<file path="src/rtl/gravity_ctrl_pkg.sv">
`default_nettype none
// ============================================================================
// Module      : gravity_ctrl_pkg
// Description : Shared game package for the gravity controller. Holds the
//               controller state encoding, the default line/lock tuning
//               values and the line-total to level helper.
// Revision    : 1.0 - initial release
// ============================================================================
package gravity_ctrl_pkg;

    // Lines cleared per level step, and gravity ticks a blocked piece rests
    // before it is forced to lock.
    localparam int LINES_PER_LEVEL_DEFAULT = 10;
    localparam int LOCK_TICKS_DEFAULT      = 2;

    // Highest speed level the tick generator understands.
    localparam int LEVEL_MAX = 7;

    typedef enum logic [2:0] {
        ST_IDLE = 3'd0,
        ST_FALL = 3'd1,
        ST_REQ  = 3'd2,
        ST_REST = 3'd3,
        ST_LOCK = 3'd4
    } gc_state_e;

    // min(total / lines_per_level, LEVEL_MAX); the divisor is an elaboration
    // constant at every call site so this folds to fixed logic.
    function automatic logic [2:0] level_of(input logic [7:0] total,
                                            input int lines_per_level);
        int q;
        q = int'(total) / lines_per_level;
        if (q > LEVEL_MAX) begin
            q = LEVEL_MAX;
        end
        return q[2:0];
    endfunction

endpackage : gravity_ctrl_pkg
`default_nettype wire

</file>
<file path="src/rtl/gravity_ctrl_level_tracker.sv">
`default_nettype none
// ============================================================================
// Module      : level_tracker
// Description : Accumulates cleared lines into a saturating 8-bit total and
//               derives the registered speed level from it.
// Ports       : CLK           in   system clock
//               RESET         in   asynchronous active-low reset
//               lines_valid   in   qualifies lines_cleared for one cycle
//               lines_cleared in   rows cleared by the last lock (0-4)
//               level         out  min(total / LINES_PER_LEVEL, 7)
// Revision    : 1.0 - initial release
// ============================================================================
module level_tracker
    import gravity_ctrl_pkg::*;
#(
    parameter int LINES_PER_LEVEL = LINES_PER_LEVEL_DEFAULT
) (
    input  logic       CLK,
    input  logic       RESET,
    input  logic       lines_valid,
    input  logic [2:0] lines_cleared,
    output logic [2:0] level
);

    logic [7:0] total_q;
    logic [7:0] total_d;
    logic [2:0] level_q;
    logic [2:0] level_d;
    logic [8:0] w_sum;

    always_comb begin
        w_sum   = {1'b0, total_q} + {6'b0, lines_cleared};
        total_d = total_q;
        if (lines_valid) begin
            // Carry out of bit 7 means the total would pass 255: clamp.
            total_d = w_sum[8] ? 8'hFF : w_sum[7:0];
        end
        // Level follows the registered total, so it lands one cycle after
        // the total changes.
        level_d = level_of(total_q, LINES_PER_LEVEL);
    end

    always_ff @(posedge CLK or negedge RESET) begin
        if (!RESET) begin
            total_q <= 8'd0;
            level_q <= 3'd0;
        end else begin
            total_q <= total_d;
            level_q <= level_d;
        end
    end

    assign level = level_q;

endmodule : level_tracker
`default_nettype wire

</file>
<file path="src/rtl/gravity_ctrl.sv">
`default_nettype none
// ============================================================================
// Module      : gravity_ctrl
// Description : Piece gravity controller. Sequences spawn, falling, resting
//               and locking of the active piece against the board, tracks
//               hard/soft drop selection and the speed level.
// Ports       : CLK           in   system clock
//               RESET         in   asynchronous active-low reset
//               piece_clk     in   one-cycle gravity tick
//               spawn         in   new piece placed on the board
//               key_down      in   soft-drop held (level)
//               key_hard      in   hard-drop press pulse
//               fall_ack      in   board accepted fall_req
//               fall_blocked  in   with fall_ack: move-down failed
//               lock_ack      in   board merged the piece
//               lines_valid   in   qualifies lines_cleared
//               lines_cleared in   rows cleared by last lock
//               drop          out  soft-drop select to tick generator
//               hard_drop     out  hard-drop select to tick generator
//               level         out  speed level 0-7
//               fall_req      out  move-down request, held until fall_ack
//               lock_req      out  lock request, held until lock_ack
// Revision    : 1.0 - initial release
// ============================================================================
module gravity_ctrl
    import gravity_ctrl_pkg::*;
#(
    parameter int LINES_PER_LEVEL = LINES_PER_LEVEL_DEFAULT,
    parameter int LOCK_TICKS      = LOCK_TICKS_DEFAULT
) (
    input  logic       CLK,
    input  logic       RESET,
    input  logic       piece_clk,
    input  logic       spawn,
    input  logic       key_down,
    input  logic       key_hard,
    input  logic       fall_ack,
    input  logic       fall_blocked,
    input  logic       lock_ack,
    input  logic       lines_valid,
    input  logic [2:0] lines_cleared,
    output logic       drop,
    output logic       hard_drop,
    output logic [2:0] level,
    output logic       fall_req,
    output logic       lock_req
);

    localparam int REST_W = (LOCK_TICKS < 1) ? 1 : $clog2(LOCK_TICKS + 1);
    localparam logic [REST_W-1:0] REST_MAX = REST_W'(LOCK_TICKS);

    gc_state_e         state_q;
    gc_state_e         state_d;
    logic [REST_W-1:0] rest_q;
    logic [REST_W-1:0] rest_d;
    logic              hard_q;
    logic              hard_d;
    logic              drop_q;
    logic              drop_d;
    logic              fall_req_q;
    logic              fall_req_d;
    logic              lock_req_q;
    logic              lock_req_d;

    always_comb begin
        state_d = state_q;
        rest_d  = rest_q;
        hard_d  = hard_q;

        unique case (state_q)
            ST_IDLE: begin
                if (spawn) begin
                    state_d = ST_FALL;
                end
            end
            ST_FALL: begin
                if (key_hard) begin
                    hard_d = 1'b1;
                end
                if (piece_clk) begin
                    state_d = ST_REQ;
                end
            end
            ST_REQ: begin
                // A hard press in the same cycle as a blocked ack already
                // counts, so the piece goes straight to LOCK.
                if (key_hard) begin
                    hard_d = 1'b1;
                end
                if (fall_ack) begin
                    if (!fall_blocked) begin
                        state_d = ST_FALL;
                        rest_d  = '0;
                    end else if (!hard_d && (rest_q < REST_MAX)) begin
                        state_d = ST_REST;
                    end else begin
                        state_d = ST_LOCK;
                    end
                end
            end
            ST_REST: begin
                if (key_hard) begin
                    state_d = ST_LOCK;
                end else if (piece_clk) begin
                    state_d = ST_REQ;
                    if (rest_q != REST_MAX) begin
                        rest_d = rest_q + 1'b1;
                    end
                end
            end
            ST_LOCK: begin
                if (lock_ack) begin
                    state_d = ST_IDLE;
                    hard_d  = 1'b0;
                    rest_d  = '0;
                end
            end
            default: begin
                state_d = ST_IDLE;
            end
        endcase

        // Outputs are decoded from the next state so they are valid in the
        // very cycle a state is entered.
        fall_req_d = (state_d == ST_REQ);
        lock_req_d = (state_d == ST_LOCK);
        drop_d     = key_down && !hard_d &&
                     ((state_d == ST_FALL) || (state_d == ST_REQ) ||
                      (state_d == ST_REST));
    end

    always_ff @(posedge CLK or negedge RESET) begin
        if (!RESET) begin
            state_q    <= ST_IDLE;
            rest_q     <= '0;
            hard_q     <= 1'b0;
            drop_q     <= 1'b0;
            fall_req_q <= 1'b0;
            lock_req_q <= 1'b0;
        end else begin
            state_q    <= state_d;
            rest_q     <= rest_d;
            hard_q     <= hard_d;
            drop_q     <= drop_d;
            fall_req_q <= fall_req_d;
            lock_req_q <= lock_req_d;
        end
    end

    assign drop      = drop_q;
    assign hard_drop = hard_q;
    assign fall_req  = fall_req_q;
    assign lock_req  = lock_req_q;

    level_tracker #(
        .LINES_PER_LEVEL (LINES_PER_LEVEL)
    ) u_level (
        .CLK           (CLK),
        .RESET         (RESET),
        .lines_valid   (lines_valid),
        .lines_cleared (lines_cleared),
        .level         (level)
    );

endmodule : gravity_ctrl
`default_nettype wire

</file>
<file path="config.mk">
export PLATFORM = sky130hd
export DESIGN_NAME = gravity_ctrl
export DESIGN_NICKNAME = d
export VERILOG_FILES = /design/src/rtl/gravity_ctrl_pkg.sv /design/src/rtl/gravity_ctrl_level_tracker.sv /design/src/rtl/gravity_ctrl.sv
export SDC_FILE = /design/constraint.sdc
export NUM_CORES = 1
export LEC_CHECK = 0
export BUFFER_PORTS_ARGS = -buffer_cell sky130_fd_sc_hd__buf_2
export CORE_ASPECT_RATIO = 1.5
export CORE_MARGIN = 5
export CORE_UTILIZATION = 46
export CTS_BUF_LIST = sky130_fd_sc_hd__clkbuf_8
export DETAILED_ROUTE_END_ITERATION = 12
export PLACE_DENSITY_LB_ADDON = 0.08
export SLEW_MARGIN = 15
export SYNTH_ARGS = -nofsm -noshare
export SYNTH_HDL_FRONTEND = slang
export SYNTH_SLANG_ARGS = --single-unit
</file>
<file path="constraint.sdc">
create_clock -name CLK -period 8.12 [get_ports CLK]
set_input_delay 0.812 -clock CLK [delete_from_list [all_inputs] [get_ports CLK]]
set_output_delay 0.812 -clock CLK [all_outputs]
set_load 0.02 [all_outputs]
</file>
### Word-level counts from Yosys, hierarchy flattened

Index checks and enable logic that the tools add are counted.

| word-level totals | value |
|---|---|
| flip-flop bits (word level) | 20 |
| output and inout port bits | 7 |
| word-level logic and storage cells | 59 |

| cells by class | value |
|---|---|
| $add $sub $neg | 2 |
| div/mod/pow operators | 1 |
| magnitude comparators | 2 |
| equality and inequality tests | 15 |
| muxes and demuxes | 21 |
| reduce and logical (&&, ||, !) cells | 10 |

Operators with widths:

| kind | count |
|---|---|
| 9-bit by 5-bit divider with 32-bit output (second input constant) | 1 |
| 32-bit by 4-bit greater-than comparator with 1-bit output (second input constant) | 1 |
| 3-bit 2-to-1 mux | 8 |
| 3-bit case mux with 5 select lines | 1 |
| 2-bit != test (second input constant) | 7 |
| 3-bit by 2-bit == test with 1-bit output (second input constant) | 4 |
| 2-bit 2-to-1 mux | 6 |
| 8-bit by 3-bit adder with 9-bit output | 1 |
| 8-bit 2-to-1 mux | 1 |
| 7-bit AND reduction | 1 |
| 3-bit by 1-bit == test with 1-bit output (second input constant) | 2 |
| 3-bit == test (second input constant) | 2 |
| 2-bit case mux with 3 select lines | 1 |
| 1-bit logical AND | 3 |
| 3-bit zero test | 1 |
| 1-bit 2-to-1 mux | 3 |
| 1-bit case mux with 3 select lines | 1 |
| 3-bit nonzero test | 1 |
| 2-bit by 1-bit adder with 2-bit output (second input constant) | 1 |
| 1-bit zero test | 2 |
| 1-bit logical OR | 2 |
| 2-bit less-than comparator (second input constant) | 1 |

### Logic depth before layout (Yosys ltp)

| depth | value |
|---|---|
| word-level depth | 12 |
| gate-level depth with buffers | 12 |
| gate-level depth less buffers | 11 |

### By module

From an unflattened synthesis, not the netlist that was laid out.

| unflattened totals | value |
|---|---|
| cells, all modules | 205 |
| area total of the unflattened synthesis | 1834.3 um^2 |

By module, submodules not included:

| module | instances | cells each | area an instance (um^2) | sequential area each (um^2) |
|---|---|---|---|---|
| level_tracker | 1 | 150 | 1246.2 | 275.3 |
| gravity_ctrl | 1 | 55 | 588.1 | 225.2 |

### Least setup slack after synthesis

Ideal clock, no wire load.

| timing | value |
|---|---|
| path type | register to register |
| start | register u_level.total_q[6] |
| end | register u_level.level_q[0] (netlist: u_level.level[0]) |
| data arrival time | 2.768 ns |
| required time | 7.996 ns |
| slack | 5.228 ns |
| cell stages (with the launch flop) | 13 |
| path buffers | 1 |
| cell sequence | dfrtp_1 -> buf_4 -> nor2_1 -> inv_1 -> ha_1 -> nand3b_2 -> mux2_2 -> o221ai_2 -> or2_4 -> maj3_2 -> a211oi_2 -> maj3_2 -> a211o_1 |

| on the way | value |
|---|---|
| longest elaborated chain between the ends | 3 |

Ends and longest elaborated chain:

| what | RTL line | source |
|---|---|---|
| start: declaration | gravity_ctrl_level_tracker.sv:25 | `logic [7:0] total_q;` |
| start signal: assignment | gravity_ctrl_level_tracker.sv:48 | `total_q <= total_d;` |
| 9-bit by 5-bit divider with 32-bit output * | gravity_ctrl_pkg.sv:32 | `q = int'(total) / lines_per_level;` |
| 32-bit by 4-bit greater-than comparator with 1-bit output | gravity_ctrl_pkg.sv:33 | `if (q > LEVEL_MAX) begin` |
| 3-bit 2-to-1 mux * | gravity_ctrl_pkg.sv:33 |  |
| via u_level.level_d[0] | gravity_ctrl_level_tracker.sv:28 | `logic [2:0] level_d;` |
| end signal: assignment | gravity_ctrl_level_tracker.sv:49 | `level_q <= level_d;` |
| end: declaration | gravity_ctrl_level_tracker.sv:27 | `logic [2:0] level_q;` |

The timed path passes the listed nets; every way through them passes the cells marked *.
A chain may end at the register's enable or synchronous reset.

### Worst setup path after layout

Same ends and word-level chain as after synthesis.

==> out/results.ini <==
[run_status]
outcome=completed

[clock_network]
cts.htree.levels=1
cts_tree=yes
cts-buffers-inserted=3
clk_latency_ps=260
post_cts_buffers=0
clock_path_buffers=2
cts.repair.resized=0
ctsHoldBuffers=0
path_clk_slew_ps=80
cts.sinks=20
cts-root-buf=clkbuf_8

[timing]
rsz0062_at_grt=false
layout_min_cycle_time_ps=3293
final_max_slew_viol_count=0
finClkSkew_ps=7.305
max_slew.worst_pin.slew_ps=604.4
hold_viol_final=0
max_freq_mhz=303.7
max_slew_margin_pct=59.71
setup_viol=0
tns_ps=0
period_share_pct=40.55

[final_layout]
layout_commonest_cell=nand2_1
multi_input_area_um2=955.9
layout-drive-gt1-share_pct=18.37
final_cell_mix=nand2_1 (22), dfrtp_1 (20), buf_2 (19), inv_1 (12), o21ai_0 (12)
regArea_um2=500.5
fill_cells=324
final_nets=216
n_antenna_cell=0
syn_to_final_growth_pct=10.06

[setup_path]
arrival_ps=3440
crit_family=adder cells
start_kind=register
slowest_delay_ps=600
crit_path_end_kind=register
required_ps=8270
rrSetupSlack_ps=4830
rr_worst_depth=11
crit_top_cell=maj3_2
cp_max_fo=18
critPathKind=reg -> reg
worstPathCellList=nor2_1, inv_1, ha_1, nand3b_2, mux2_2, o221ai_2, or2_4, maj3_2, a211oi_2, maj3_2, a211o_1
crit_buf_inv=1
rr_endpoint=u_level.level[0]
slowest_stage=dfrtp_1
reg2reg_from=u_level.total_q[6]

[synthesis]
ys_seq_elements=20
synth_area_mm2=0.001567
synth_top_area_share_pct=31.95
avgSynthCellArea_um2=8.560
synth_seq_area_share_pct=31.95
ys.flop_type=dfrtp_1
ys_types=58
synth_top_cell_by_area=dfrtp_1
yosysWarnings=0
synth_area_leaders=dfrtp_1 (32%), nand2_1 (5.3%), ha_1 (4.0%)
syn_inst=183
synth_edf_count=0
syn_nets=202
synthArstFlopShare_pct=100.0

[place]
hpwl_um=2656
io_buffers=19
routabilityCongestion=0.8206

[power_and_ir_drop]
p_leak_nw=0.7564
vdd_ir_drop_max_mv=0.2405
power.total_mw=0.7994
powerDensity_mw_per_mm2=463.6

[detailed_routing]
drcViolationCount=0
viasPerCell=5.748
postRouteWirelength_um=3337
drtPass1Iterations=4
ant_nets=0
wire_per_inst_um=14.02
vias=1368
drt-initial-drc-count=34

[die]
die_area_mm2=0.004696
num_rows=26
die_h_um=81.47
core-area_mm2=0.003351
start_util_pct=46.75
boundaryPins=20
die_width_um=57.65

[global_route]
gr-total-overflow=0
antenna_found_initial=0
track_usage_pct=16.07
grt_pass1_wl_um=5961
grt_max_degree=21
grt_pass1_vias=1354

[min_path]
hold_path.class=in -> async

[run]
cap_viol_max_count=0

Yosys cell counts (2+ instances only):
cell and number:
nor4b_1 2, o21a_1 2, buf_2 4, a22o_1 2
nand2b_1 6, inv_1 12, mux2i_1 2, o211ai_1 3
clkbuf_1 2, or3_1 3, nand3_1 5, xnor2_1 4
nor2_1 11, nor2b_1 5, o31a_1 2, o22ai_1 4
nor3_1 2, o21ai_0 12, dfrtp_1 20, a211oi_1 2
buf_4 3, a31oi_1 2, maj3_2 2, a21o_1 2
a21oi_1 10, nand2_1 22, a211o_1 2, ha_1 5
cells by family after synthesis:
logic type      Yosys count  share of synthesized area [%]
simple gates             69                          24.44
compound gates           56                          25.64
buf+inv                  23                          7.028
mux                       3                          1.997
fa+ha+maj                 8                          6.709
flops                    20                          31.95
xor+xnor                  4                          2.236
worst max-delay path by stage:
stage | depth (start not counted) | slack [ps] | to | start
2_1_floorplan | 12 | 5230 | u_level.level[0] | u_level.total_q[6]
3_3_place_gp | 11 | 4960 | u_level.level[0] | u_level.total_q[6]
3_5_place_dp | 11 | 4850 | u_level.level[0] | u_level.total_q[6]
4_1_cts | 11 | 4840 | u_level.level[0] | u_level.total_q[6]
5_1_grt | 11 | 4560 | u_level.level[0] | u_level.total_q[5]
6_report | 11 | 4830 | u_level.level[0] | u_level.total_q[6]
layer usage:
metal	up-vias	wire length (um)	track usage, %
li1	689	-	-
met1	649	1326	17.36
met2	20	1838	29.52
met3	10	78	2.673
met4	0	94	8.353
met5	-	0	0
flip-flops by register name, summed over array words and instances (netlist names):
name             count
drop                 1
fall_req             1
hard_drop            1
lock_req             1
rest_q               2
state_q              3
u_level.level        3
u_level.total_q      8
area by class of cell:
type,count,area share (%)
Tap cell,42,3.048
Multi-Input combinational cell,140,55.44
Sequential cell,20,29.03
Inverter,13,2.830
Clock inverter,1,1.742
Clock buffer,3,2.395
Timing Repair Buffer,19,5.515
power breakdown:
part	total [mW]	internal [mW]	switching [mW]
Combinational	0.477	0.227	0.250
Clock	0.0983	0.0657	0.0326
Sequential	0.225	0.139	0.0857
stage by stage:
step	worst slack, ps	hold WS (ps)	util, %	instances	cell area (um2)
2_1_floorplan	5228	468.9	-	183	1567
3_3_place_gp	4958	485.1	49.33	234	1653
3_5_place_dp	4852	516.0	49.33	234	1653
4_1_cts	4841	501.3	51.46	238	1724
5_1_grt	4564	508.5	51.46	238	1724
6_report	4827	487.1	51.46	238	1724
Note: power is estimated with default switching activity, not from simulation.
